### src/rtl/alu_io_bridge_pkg.sv
// Shared definitions for the CPU IO port to ALU bridge: register bit
// positions, ALU type and mode codes, and the sequencer state encoding.
package alu_io_bridge_pkg;

  // io_control bit positions
  localparam int IO_CTRL_STA       = 0;
  localparam int IO_CTRL_MODEL_LSB = 1;
  localparam int IO_CTRL_MODEL_MSB = 2;
  localparam int IO_CTRL_ALU_LSB   = 3;
  localparam int IO_CTRL_ALU_MSB   = 6;
  localparam int IO_CTRL_CLR       = 7;

  // io_status bit positions
  localparam int IO_STS_DONE = 0;
  localparam int IO_STS_BUSY = 1;
  localparam int IO_STS_TMO  = 2;
  localparam int IO_STS_BADT = 3;
  localparam int IO_STS_OVR  = 4;

  // One-hot ALU operation codes; every other pattern is rejected
  localparam logic [3:0] ALU_MULTIPLY = 4'b1000;
  localparam logic [3:0] ALU_DIVISION = 4'b0100;
  localparam logic [3:0] ALU_SQRTPOWS = 4'b0010;
  localparam logic [3:0] ALU_UNKNOWN  = 4'b0001;

  // Mode codes passed through to the ALU untouched
  localparam logic [1:0] MODE_0 = 2'b00;
  localparam logic [1:0] MODE_1 = 2'b01;
  localparam logic [1:0] MODE_2 = 2'b10;
  localparam logic [1:0] MODE_3 = 2'b11;

  // Sequencer states
  typedef enum logic [1:0] {
    ST_IDLE = 2'd0,
    ST_RUN  = 2'd1,
    ST_HOLD = 2'd2
  } state_e;

  // True when the requested type is one of the four one-hot codes
  function automatic logic is_legal_type(input logic [3:0] t);
    return (t == ALU_MULTIPLY) || (t == ALU_DIVISION) ||
           (t == ALU_SQRTPOWS) || (t == ALU_UNKNOWN);
  endfunction

endpackage

### src/rtl/alu_io_bridge_watchdog.sv
// Loadable up-counter used to bound how long the bridge waits for the ALU.
// tc is high while the count sits one below TIMEOUT_CYCLES, so the edge
// that sees tc is the TIMEOUT_CYCLES-th RUN edge after the load.
module alu_watchdog #(
  parameter int TIMEOUT_CYCLES = 1023
) (
  input  logic clk,
  input  logic rst,
  input  logic load,
  input  logic en,
  output logic tc
);

  localparam int CW = (TIMEOUT_CYCLES > 1) ? $clog2(TIMEOUT_CYCLES) : 1;
  localparam logic [CW-1:0] TC_VAL = CW'(TIMEOUT_CYCLES - 1);

  logic [CW-1:0] count_reg;

  // Load clears the count; enable advances it by one
  always_ff @(posedge clk) begin
    if (rst) begin
      count_reg <= '0;
    end else if (load) begin
      count_reg <= '0;
    end else if (en) begin
      count_reg <= count_reg + CW'(1);
    end
  end

  assign tc = (count_reg == TC_VAL);

endmodule

### src/rtl/alu_io_bridge.sv
// Handshake stage between the CPU IO registers and the shared ALU. A start
// edge latches operands and command, holds alu_start until the ALU reports
// done or the watchdog expires, and captures the results. Sticky status
// flags are reported back through io_status.
module alu_io_bridge
  import alu_io_bridge_pkg::*;
#(
  parameter int GENERAL_REG_WIDTH = 16,
  parameter int MAX_SQRT_WIDTH    = 13,
  parameter int TIMEOUT_CYCLES    = 1023
) (
  input  logic                         clk,
  input  logic                         rst,
  input  logic [GENERAL_REG_WIDTH-1:0] io_control,
  input  logic [GENERAL_REG_WIDTH-1:0] io_dataoutA,
  input  logic [GENERAL_REG_WIDTH-1:0] io_dataoutB,
  output logic [GENERAL_REG_WIDTH-1:0] io_status,
  output logic [GENERAL_REG_WIDTH-1:0] io_datainA,
  output logic [GENERAL_REG_WIDTH-1:0] io_datainB,
  output logic [MAX_SQRT_WIDTH-1:0]    alu_x,
  output logic [MAX_SQRT_WIDTH-1:0]    alu_y,
  output logic [3:0]                   alu_type,
  output logic [1:0]                   mode_type,
  output logic                         alu_start,
  input  logic [MAX_SQRT_WIDTH-1:0]    FOUT,
  input  logic [MAX_SQRT_WIDTH-1:0]    POUT,
  input  logic                         alu_is_done
);

  state_e                    state_reg;
  logic                      sta_q_reg;
  logic                      clr_q_reg;
  logic [MAX_SQRT_WIDTH-1:0] x_reg;
  logic [MAX_SQRT_WIDTH-1:0] y_reg;
  logic [MAX_SQRT_WIDTH-1:0] fout_reg;
  logic [MAX_SQRT_WIDTH-1:0] pout_reg;
  logic [3:0]                type_reg;
  logic [1:0]                mode_reg;
  logic                      start_reg;
  logic                      busy_reg;
  logic                      done_reg;
  logic                      timeout_reg;
  logic                      bad_type_reg;
  logic                      overrun_reg;

  logic       start_edge;
  logic       clear_edge;
  logic [3:0] req_type;
  logic       type_ok;
  logic       accept;
  logic       wd_load;
  logic       wd_en;
  logic       wd_tc;

  // Edge detection against the previous cycle's control bits
  assign start_edge = io_control[IO_CTRL_STA] & ~sta_q_reg;
  assign clear_edge = io_control[IO_CTRL_CLR] & ~clr_q_reg;
  assign req_type   = io_control[IO_CTRL_ALU_MSB:IO_CTRL_ALU_LSB];
  assign type_ok    = is_legal_type(req_type);
  assign accept     = start_edge & type_ok & (state_reg != ST_RUN);

  // Watchdog restarts on every accepted start and counts RUN cycles only
  assign wd_load = accept;
  assign wd_en   = (state_reg == ST_RUN) & ~alu_is_done;

  alu_watchdog #(
    .TIMEOUT_CYCLES(TIMEOUT_CYCLES)
  ) u_watchdog (
    .clk (clk),
    .rst (rst),
    .load(wd_load),
    .en  (wd_en),
    .tc  (wd_tc)
  );

  // Sequencer: IDLE -> RUN on a legal start, RUN -> HOLD on done or timeout
  always_ff @(posedge clk) begin
    if (rst) begin
      state_reg    <= ST_IDLE;
      sta_q_reg    <= 1'b0;
      clr_q_reg    <= 1'b0;
      x_reg        <= '0;
      y_reg        <= '0;
      fout_reg     <= '0;
      pout_reg     <= '0;
      type_reg     <= '0;
      mode_reg     <= '0;
      start_reg    <= 1'b0;
      busy_reg     <= 1'b0;
      done_reg     <= 1'b0;
      timeout_reg  <= 1'b0;
      bad_type_reg <= 1'b0;
      overrun_reg  <= 1'b0;
    end else begin
      sta_q_reg <= io_control[IO_CTRL_STA];
      clr_q_reg <= io_control[IO_CTRL_CLR];

      // Clearing comes first so a start in the same cycle can re-flag errors
      if (clear_edge) begin
        done_reg     <= 1'b0;
        timeout_reg  <= 1'b0;
        bad_type_reg <= 1'b0;
        overrun_reg  <= 1'b0;
      end

      case (state_reg)
        ST_IDLE, ST_HOLD: begin
          if (start_edge && type_ok) begin
            x_reg     <= io_dataoutA[MAX_SQRT_WIDTH-1:0];
            y_reg     <= io_dataoutB[MAX_SQRT_WIDTH-1:0];
            type_reg  <= req_type;
            mode_reg  <= io_control[IO_CTRL_MODEL_MSB:IO_CTRL_MODEL_LSB];
            start_reg <= 1'b1;
            busy_reg  <= 1'b1;
            done_reg  <= 1'b0;
            state_reg <= ST_RUN;
          end else begin
            if (start_edge) begin
              bad_type_reg <= 1'b1;
            end
            if (clear_edge) begin
              state_reg <= ST_IDLE;
            end
          end
        end
        ST_RUN: begin
          if (start_edge) begin
            overrun_reg <= 1'b1;
          end
          if (alu_is_done) begin
            fout_reg  <= FOUT;
            pout_reg  <= POUT;
            start_reg <= 1'b0;
            busy_reg  <= 1'b0;
            done_reg  <= 1'b1;
            state_reg <= ST_HOLD;
          end else if (wd_tc) begin
            start_reg   <= 1'b0;
            busy_reg    <= 1'b0;
            timeout_reg <= 1'b1;
            state_reg   <= ST_HOLD;
          end
        end
        default: begin
          state_reg <= ST_IDLE;
          start_reg <= 1'b0;
          busy_reg  <= 1'b0;
        end
      endcase
    end
  end

  // Results are zero-extended bit by bit so equal widths need no special case
  genvar gi;
  generate
    for (gi = 0; gi < GENERAL_REG_WIDTH; gi++) begin : g_ext
      if (gi < MAX_SQRT_WIDTH) begin : g_bit
        assign io_datainA[gi] = fout_reg[gi];
        assign io_datainB[gi] = pout_reg[gi];
      end else begin : g_zero
        assign io_datainA[gi] = 1'b0;
        assign io_datainB[gi] = 1'b0;
      end
    end
    if (GENERAL_REG_WIDTH > MAX_SQRT_WIDTH) begin : g_trunc
      logic unused_operand_bits;
      assign unused_operand_bits = ^{io_dataoutA[GENERAL_REG_WIDTH-1:MAX_SQRT_WIDTH],
                                     io_dataoutB[GENERAL_REG_WIDTH-1:MAX_SQRT_WIDTH]};
    end
    if (GENERAL_REG_WIDTH > IO_CTRL_CLR + 1) begin : g_ctrl_spare
      logic unused_ctrl_bits;
      assign unused_ctrl_bits = ^io_control[GENERAL_REG_WIDTH-1:IO_CTRL_CLR+1];
    end
  endgenerate

  // Assemble the status word from the flag registers
  always_comb begin
    io_status              = '0;
    io_status[IO_STS_DONE] = done_reg;
    io_status[IO_STS_BUSY] = busy_reg;
    io_status[IO_STS_TMO]  = timeout_reg;
    io_status[IO_STS_BADT] = bad_type_reg;
    io_status[IO_STS_OVR]  = overrun_reg;
  end

  assign alu_x     = x_reg;
  assign alu_y     = y_reg;
  assign alu_type  = type_reg;
  assign mode_type = mode_reg;
  assign alu_start = start_reg;

endmodule

### config.mk
export PLATFORM = sky130hd
export DESIGN_NAME = alu_io_bridge
export DESIGN_NICKNAME = d
export VERILOG_FILES = /design/src/rtl/alu_io_bridge_pkg.sv /design/src/rtl/alu_io_bridge_watchdog.sv /design/src/rtl/alu_io_bridge.sv
export SDC_FILE = /design/constraint.sdc
export NUM_CORES = 1
export LEC_CHECK = 0
export ABC_AREA = 1
export BUFFER_PORTS_ARGS = -buffer_cell sky130_fd_sc_hd__buf_2
export CORE_MARGIN = 1.5
export CORE_UTILIZATION = 45
export DETAILED_ROUTE_END_ITERATION = 10
export PLACE_DENSITY = 0.87
export SKIP_CTS_REPAIR_TIMING = 1
export SLEW_MARGIN = 20
export SYNTH_ARGS = -nofsm -noshare
export SYNTH_HDL_FRONTEND = slang
export SYNTH_SLANG_ARGS = --single-unit
### constraint.sdc
create_clock -name clk -period 1.3 [get_ports clk]
set_input_delay 0.13 -clock clk [delete_from_list [all_inputs] [get_ports clk]]
set_output_delay 0.13 -clock clk [all_outputs]
set_load 0.02 [all_outputs]
==> metrics.cfg, run 1 <==
[global_route]
antenna_violations_before_repair = 0
via_count_of_the_first_global_routing_pass = 2800
grt_start_max_net_pins = 35
grt_first_pass_wirelength_mm = 11.8
grt_use_total_pct = 19.7
globalRoute.totalOverflow = 0

[synthesis]
post_synth_inst_count = 410
yosys_warnings = 0
synth_flop_cell = sky130_fd_sc_hd__dfxtp_1
synth_cell_type_count = 28
sequential_share_of_the_synthesized_area_pct = 48.6
ys_ff_latch = 77
synthMostInstantiatedCell = sky130_fd_sc_hd__nor2_1
netlist_top_cells_area = sky130_fd_sc_hd__dfxtp_1 49%, sky130_fd_sc_hd__nor2_1 9.8%, sky130_fd_sc_hd__nand2_1 7.2%
synth-edff-count = 0
syn_area_um2 = 3170
synthArstFlopShare_pct = 0
post_synth.cell_area_avg_um2 = 7.74
synth_top_cells_by_count = 83 x sky130_fd_sc_hd__nor2_1, 77 x sky130_fd_sc_hd__dfxtp_1, 61 x sky130_fd_sc_hd__nand2_1
synth.top_cell.area_share_pct = 48.6
post-synth-top-area-cell = sky130_fd_sc_hd__dfxtp_1

[routing]
detailroute.via_count = 2984
drt_pass1_iterations = 4
route.final.wire_length_mm = 7.30
route.layer.met1.wl_mm = 3.15
antenna_violating_nets_post_route = 0
topRoutingLayerUsed = met4
detailroute.wirelength.met3_um = 583
avgViaCountPerCell = 4.70
remaining_drc_errors = 0
routed_wire_length_per_instance_um = 11.5
routed-wl-met2_mm = 3.52
detail_route.iter0.violations = 140

[critical_path]
startpoint_type = flip-flop
worst_setup_path_startpoint = state_reg[0]
cp.arrival_ns = 1.47
r2r_start = state_reg[0]
worst_r2r_path_depth = 5
critical_path_top_delay_cell = sky130_fd_sc_hd__dfxtp_4
timing.critical_path.depth = 5
reg2reg_slack_ns = 0.06
timing.critical_path.required_ns = 1.53
worst_path_largest_cell_delay_ns = 0.37
worstPathCellList = nor3_2, nand2_2, buf_4, o21ai_0, nor2_1
worstPathMaxFanout = 15
worstSetupEndpointType = flip-flop
path_delay_family = simple AND/OR/NAND/NOR gates
worst-path-buf-inv = 1
critical_path_class = reg -> reg
r2r-end = mode_type[1]

[cells_and_area]
antenna_cells = 0
fillCellCount = 646
final_area_um2 = 4060
finalNonFillerCells = 635
syn_to_final_growth_pct = 28.1
final_nets = 613
drive_above_1_share_pct = 32.3

[timing]
hold_ws_ns = 0.0101
finalWorstPathRequiredPeriod_ns = 1.24
number_of_endpoints_failing_setup_at_the_final_stage = 0
final_count_of_hold_timing_violations = 0
rsz0062_at_grt = yes
achievable_freq_ghz = 0.808
clock_tree_skew_after_final_layout_ns = 0.0144
timing.final.crit_share_pct = 95.2
final_max_slew_viol_count = 0

[outcome]
result_of_the_run = complete, no violations

[run]
max-cap-violations = 0

[cts]
worst_setup_hold_path_clk_slew_ns = 0.08
max-clock-path-buffers = 2
h-tree-depth = 3
insertion_delay_ns = 0.34
tritoncts = yes
tritoncts.num_buffers = 9
clock_sinks = 77
clock-root-buffer = sky130_fd_sc_hd__clkbuf_8

[placed_design]
dp_hpwl_mm = 5.23
post_dp_cell_area_um2 = 3790
portBuffers = 126
gp_congestion = 0.778
number_of_cells_in_the_design_after_placement = 617

[power]
leakage_uw = 0.00191
max-vdd-ir-drop_mv = 0.762
total_power_uw = 5090
power.density_cell_area_nw_per_um2 = 1250

[min_path]
hold_start = io_control[7]
whs_path_depth = 3
worst_hold_path.endpoint = clr_q_reg
worst_hold_path_type = in -> reg

[die]
dieWidth_um = 87.0
placeableCoreArea_um2 = 6790
height_of_the_die_um = 87.0
floorplan.die_area_um2 = 7560
io_pins = 158
placementRows = 30
initial_utilization_pct = 46.7

-- layer usage --
layer | global-route usage [%] | vias to the layer above
met2 | 35.5 | 115
li1 | - | 1526
met5 | 0 | -
met4 | 6.89 | 0
met3 | 6.54 | 6
met1 | 21.4 | 1337
-- kinds of logic after synthesis --
logic type      after synthesis  synth area share (%)
xor+xnor                      4                  1.10
simple gates                188                  25.3
buf+inv                      66                  12.3
compound gates               72                  11.8
other cells                   1                 0.118
fa+ha+maj                     2                 0.789
flops                        77                  48.6
-- worst reg2reg max path, stage by stage, from the launching register on --
cell	delay, ns
sky130_fd_sc_hd__dfxtp_4	0.37
sky130_fd_sc_hd__nor3_2	0.23
sky130_fd_sc_hd__nand2_2	0.11
sky130_fd_sc_hd__buf_4	0.19
sky130_fd_sc_hd__o21ai_0	0.18
sky130_fd_sc_hd__nor2_1	0.05
-- stage by stage --
stage          setup slack, ns  setup TNS, ns  utilization, %
6_report                0.0630              0            59.8
5_1_grt                -0.0216        -0.0423            59.8
4_1_cts                -0.0304        -0.0368            59.1
3_5_place_dp           -0.0252        -0.0252            55.9
3_3_place_gp            0.0698              0            55.9
2_1_floorplan            0.157              0               -
-- where the power goes --
part / switching (uW) / total, uW / leakage, uW / internal (uW)
Combinational: 390 / 616 / 0.00117 / 226
Clock: 856 / 1990 / 0.000110 / 1140
Sequential: 40.9 / 2480 / 0.000626 / 2440
-- cell type report --
type	instances	area [um^2]	share of cell area, %
inverter	23	87.6	2.16
multi-input combinational	283	1320	32.4
tap	96	120	2.96
timing repair buffer	140	772	19.0
clock inverter	5	81.3	2.00
sequential	77	1550	38.1
clock buffer	11	141	3.48
-- cells in the final DEF (no fill, tap or decap), types with 3 or more instances in the layout --
| cell | instances |
|---|---|
| sky130_fd_sc_hd__nand2_1 | 59 |
| sky130_fd_sc_hd__buf_4 | 10 |
| sky130_fd_sc_hd__o21ai_0 | 23 |
| sky130_fd_sc_hd__inv_1 | 20 |
| sky130_fd_sc_hd__nand4_1 | 3 |
| sky130_fd_sc_hd__conb_1 | 17 |
| sky130_fd_sc_hd__buf_2 | 126 |
| sky130_fd_sc_hd__a21oi_1 | 36 |
| sky130_fd_sc_hd__xor2_1 | 4 |
| sky130_fd_sc_hd__clkbuf_8 | 10 |
| sky130_fd_sc_hd__dfxtp_1 | 75 |
| sky130_fd_sc_hd__nand3_1 | 32 |
| sky130_fd_sc_hd__nand2_2 | 4 |
| sky130_fd_sc_hd__o21ai_1 | 10 |
| sky130_fd_sc_hd__nor2_1 | 81 |
-- worst max path at each step --
stage                              end  slack (ns)
final                     mode_type[1]        0.06
after global routing       pout_reg[8]       -0.02
after CTS                 pout_reg[12]       -0.03
after floorplan            alu_type[2]        0.16
after global placement    pout_reg[10]        0.07
after detailed placement  pout_reg[12]       -0.03
Power figures use the tool's default switching activity.
==> inputs of run 2 (changes only) <==
RECOVER_POWER = 50   (was default)
==> metrics.cfg, run 2 (same netlist as run 1, synthesis figures left out) <==
[cells_and_area]
final_area_um2 = 4040
fillCellCount = 656
drive_above_1_share_pct = 29.1
final_nets = 613
final_cell_mix = 109 x sky130_fd_sc_hd__buf_2, 81 x sky130_fd_sc_hd__nor2_1, 75 x sky130_fd_sc_hd__dfxtp_1
antenna_cells = 0
multi_input_area_um2 = 1320
finalNonFillerCells = 635
layout_commonest_cell = sky130_fd_sc_hd__buf_2
post-route-util_pct = 59.5
seqCellArea_um2 = 1550
syn_to_final_growth_pct = 27.5

[critical_path]
critical_path_class = reg -> reg
startpoint_type = flip-flop
worst_r2r_path_depth = 5
worstPathMaxFanout = 15
worst-path-buf-inv = 1
worstSetupEndpointType = flip-flop
worstPathCellList = nor3_2, nand2_2, buf_4, o21ai_0, nor2_1
timing.critical_path.required_ns = 1.54
cp.arrival_ns = 1.47
critical_path_top_delay_cell = sky130_fd_sc_hd__dfxtp_4
path_delay_family = simple AND/OR/NAND/NOR gates
timing.critical_path.depth = 5
worst_path_largest_cell_delay_ns = 0.37

[die]
initial_utilization_pct = 46.7
height_of_the_die_um = 87.0
placeableCoreArea_um2 = 6790
floorplan.die_area_um2 = 7560
io_pins = 158
placementRows = 30
dieWidth_um = 87.0

[routing]
detailroute.via_count = 2987
routed_wire_length_per_instance_um = 11.6
route.final.wire_length_mm = 7.36
detail_route.iter0.violations = 136
avgViaCountPerCell = 4.70
drt_pass1_iterations = 4
remaining_drc_errors = 0
antenna_violating_nets_post_route = 0

[cts]
h-tree-depth = 3
insertion_delay_ns = 0.34
clock_sinks = 77
tritoncts = yes
tritoncts.num_buffers = 9
clock-root-buffer = sky130_fd_sc_hd__clkbuf_8
max-clock-path-buffers = 2
worst_setup_hold_path_clk_slew_ns = 0.08

[outcome]
result_of_the_run = complete, no violations

[placed_design]
number_of_cells_in_the_design_after_placement = 617
portBuffers = 126
post_dp_cell_area_um2 = 3790
dp_hpwl_mm = 5.23
gp_congestion = 0.778

[timing]
final_count_of_hold_timing_violations = 0
rsz0062_at_grt = yes
final_max_slew_viol_count = 0
clock_tree_skew_after_final_layout_ns = 0.0160
finalWorstPathRequiredPeriod_ns = 1.24
timing.final.crit_share_pct = 95.2
number_of_endpoints_failing_setup_at_the_final_stage = 0
achievable_freq_ghz = 0.808
fin_setup_tns_ns = 0

[power]
power.density_cell_area_nw_per_um2 = 1260
max-vdd-ir-drop_mv = 0.763
leakage_uw = 0.00183

[global_route]
grt_use_total_pct = 19.7
via_count_of_the_first_global_routing_pass = 2800
grt_first_pass_wirelength_mm = 11.8
grt_start_max_net_pins = 35
antenna_violations_before_repair = 0
globalRoute.totalOverflow = 0

[min_path]
worst_hold_path_type = in -> reg
whs_path_depth = 3

[run]
max-cap-violations = 0

==> run 2: changes by cell type in the layout (fill, tap and decap cells not counted) <==
cell	change
sky130_fd_sc_hd__clkbuf_1	+17
sky130_fd_sc_hd__buf_2	-17
==> run 2: area by class of cell <==
cell class,instances,area share (%)
Clock buffer,11,3.50
Clock inverter,5,2.01
Inverter,23,2.17
Multi-Input combinational cell,283,32.5
Sequential cell,77,38.3
Tap cell,96,2.97
Timing Repair Buffer,140,18.6
==> run 2: layer usage <==
layer  vias up  part of all wire, %  track usage (%)
met5         -                    0                0
met4         0                  1.3             6.89
met3        10                  7.5             6.54
met2       109                   48             35.5
met1      1342                   43             21.4
li1       1526                    -                -
==> run 2: path summary, 6_finish.rpt <==
| path | endpoint | from | slack, ns |
|---|---|---|---|
| worst max-delay path | mode_type[1] | state_reg[0] | 0.06 |
| worst min-delay path | clr_q_reg | io_control[7] | 0.006 |
| worst max register to register | mode_type[1] | state_reg[0] | 0.06 |
| worst min register to register | fout_reg[11] | fout_reg[11] | 0.46 |
==> run 2: power by group <==
group,switching [uW],internal (uW)
sequential,41.5,2440
combinational,390,221
clock,870,1140
total,1300,3800
==> run 2: worst reg2reg max path: stages (launching register included) <==
cell and delay (ns):
sky130_fd_sc_hd__dfxtp_4 0.37, sky130_fd_sc_hd__nor3_2 0.23, sky130_fd_sc_hd__nand2_2 0.11, sky130_fd_sc_hd__buf_4 0.19, sky130_fd_sc_hd__o21ai_0 0.18, sky130_fd_sc_hd__nor2_1 0.05
==> run 2: metrics by stage <==
step / power [uW] / worst slack (ns) / hold WS (ns)
2_1_floorplan: 2960 / 0.157 / 0.255
3_3_place_gp: 3120 / 0.0698 / 0.345
3_5_place_dp: 3140 / -0.0252 / 0.353
4_1_cts: 5150 / -0.0304 / -0.00564
5_1_grt: 5310 / -0.0216 / 0.00372
6_report: 5100 / 0.0620 / 0.00596
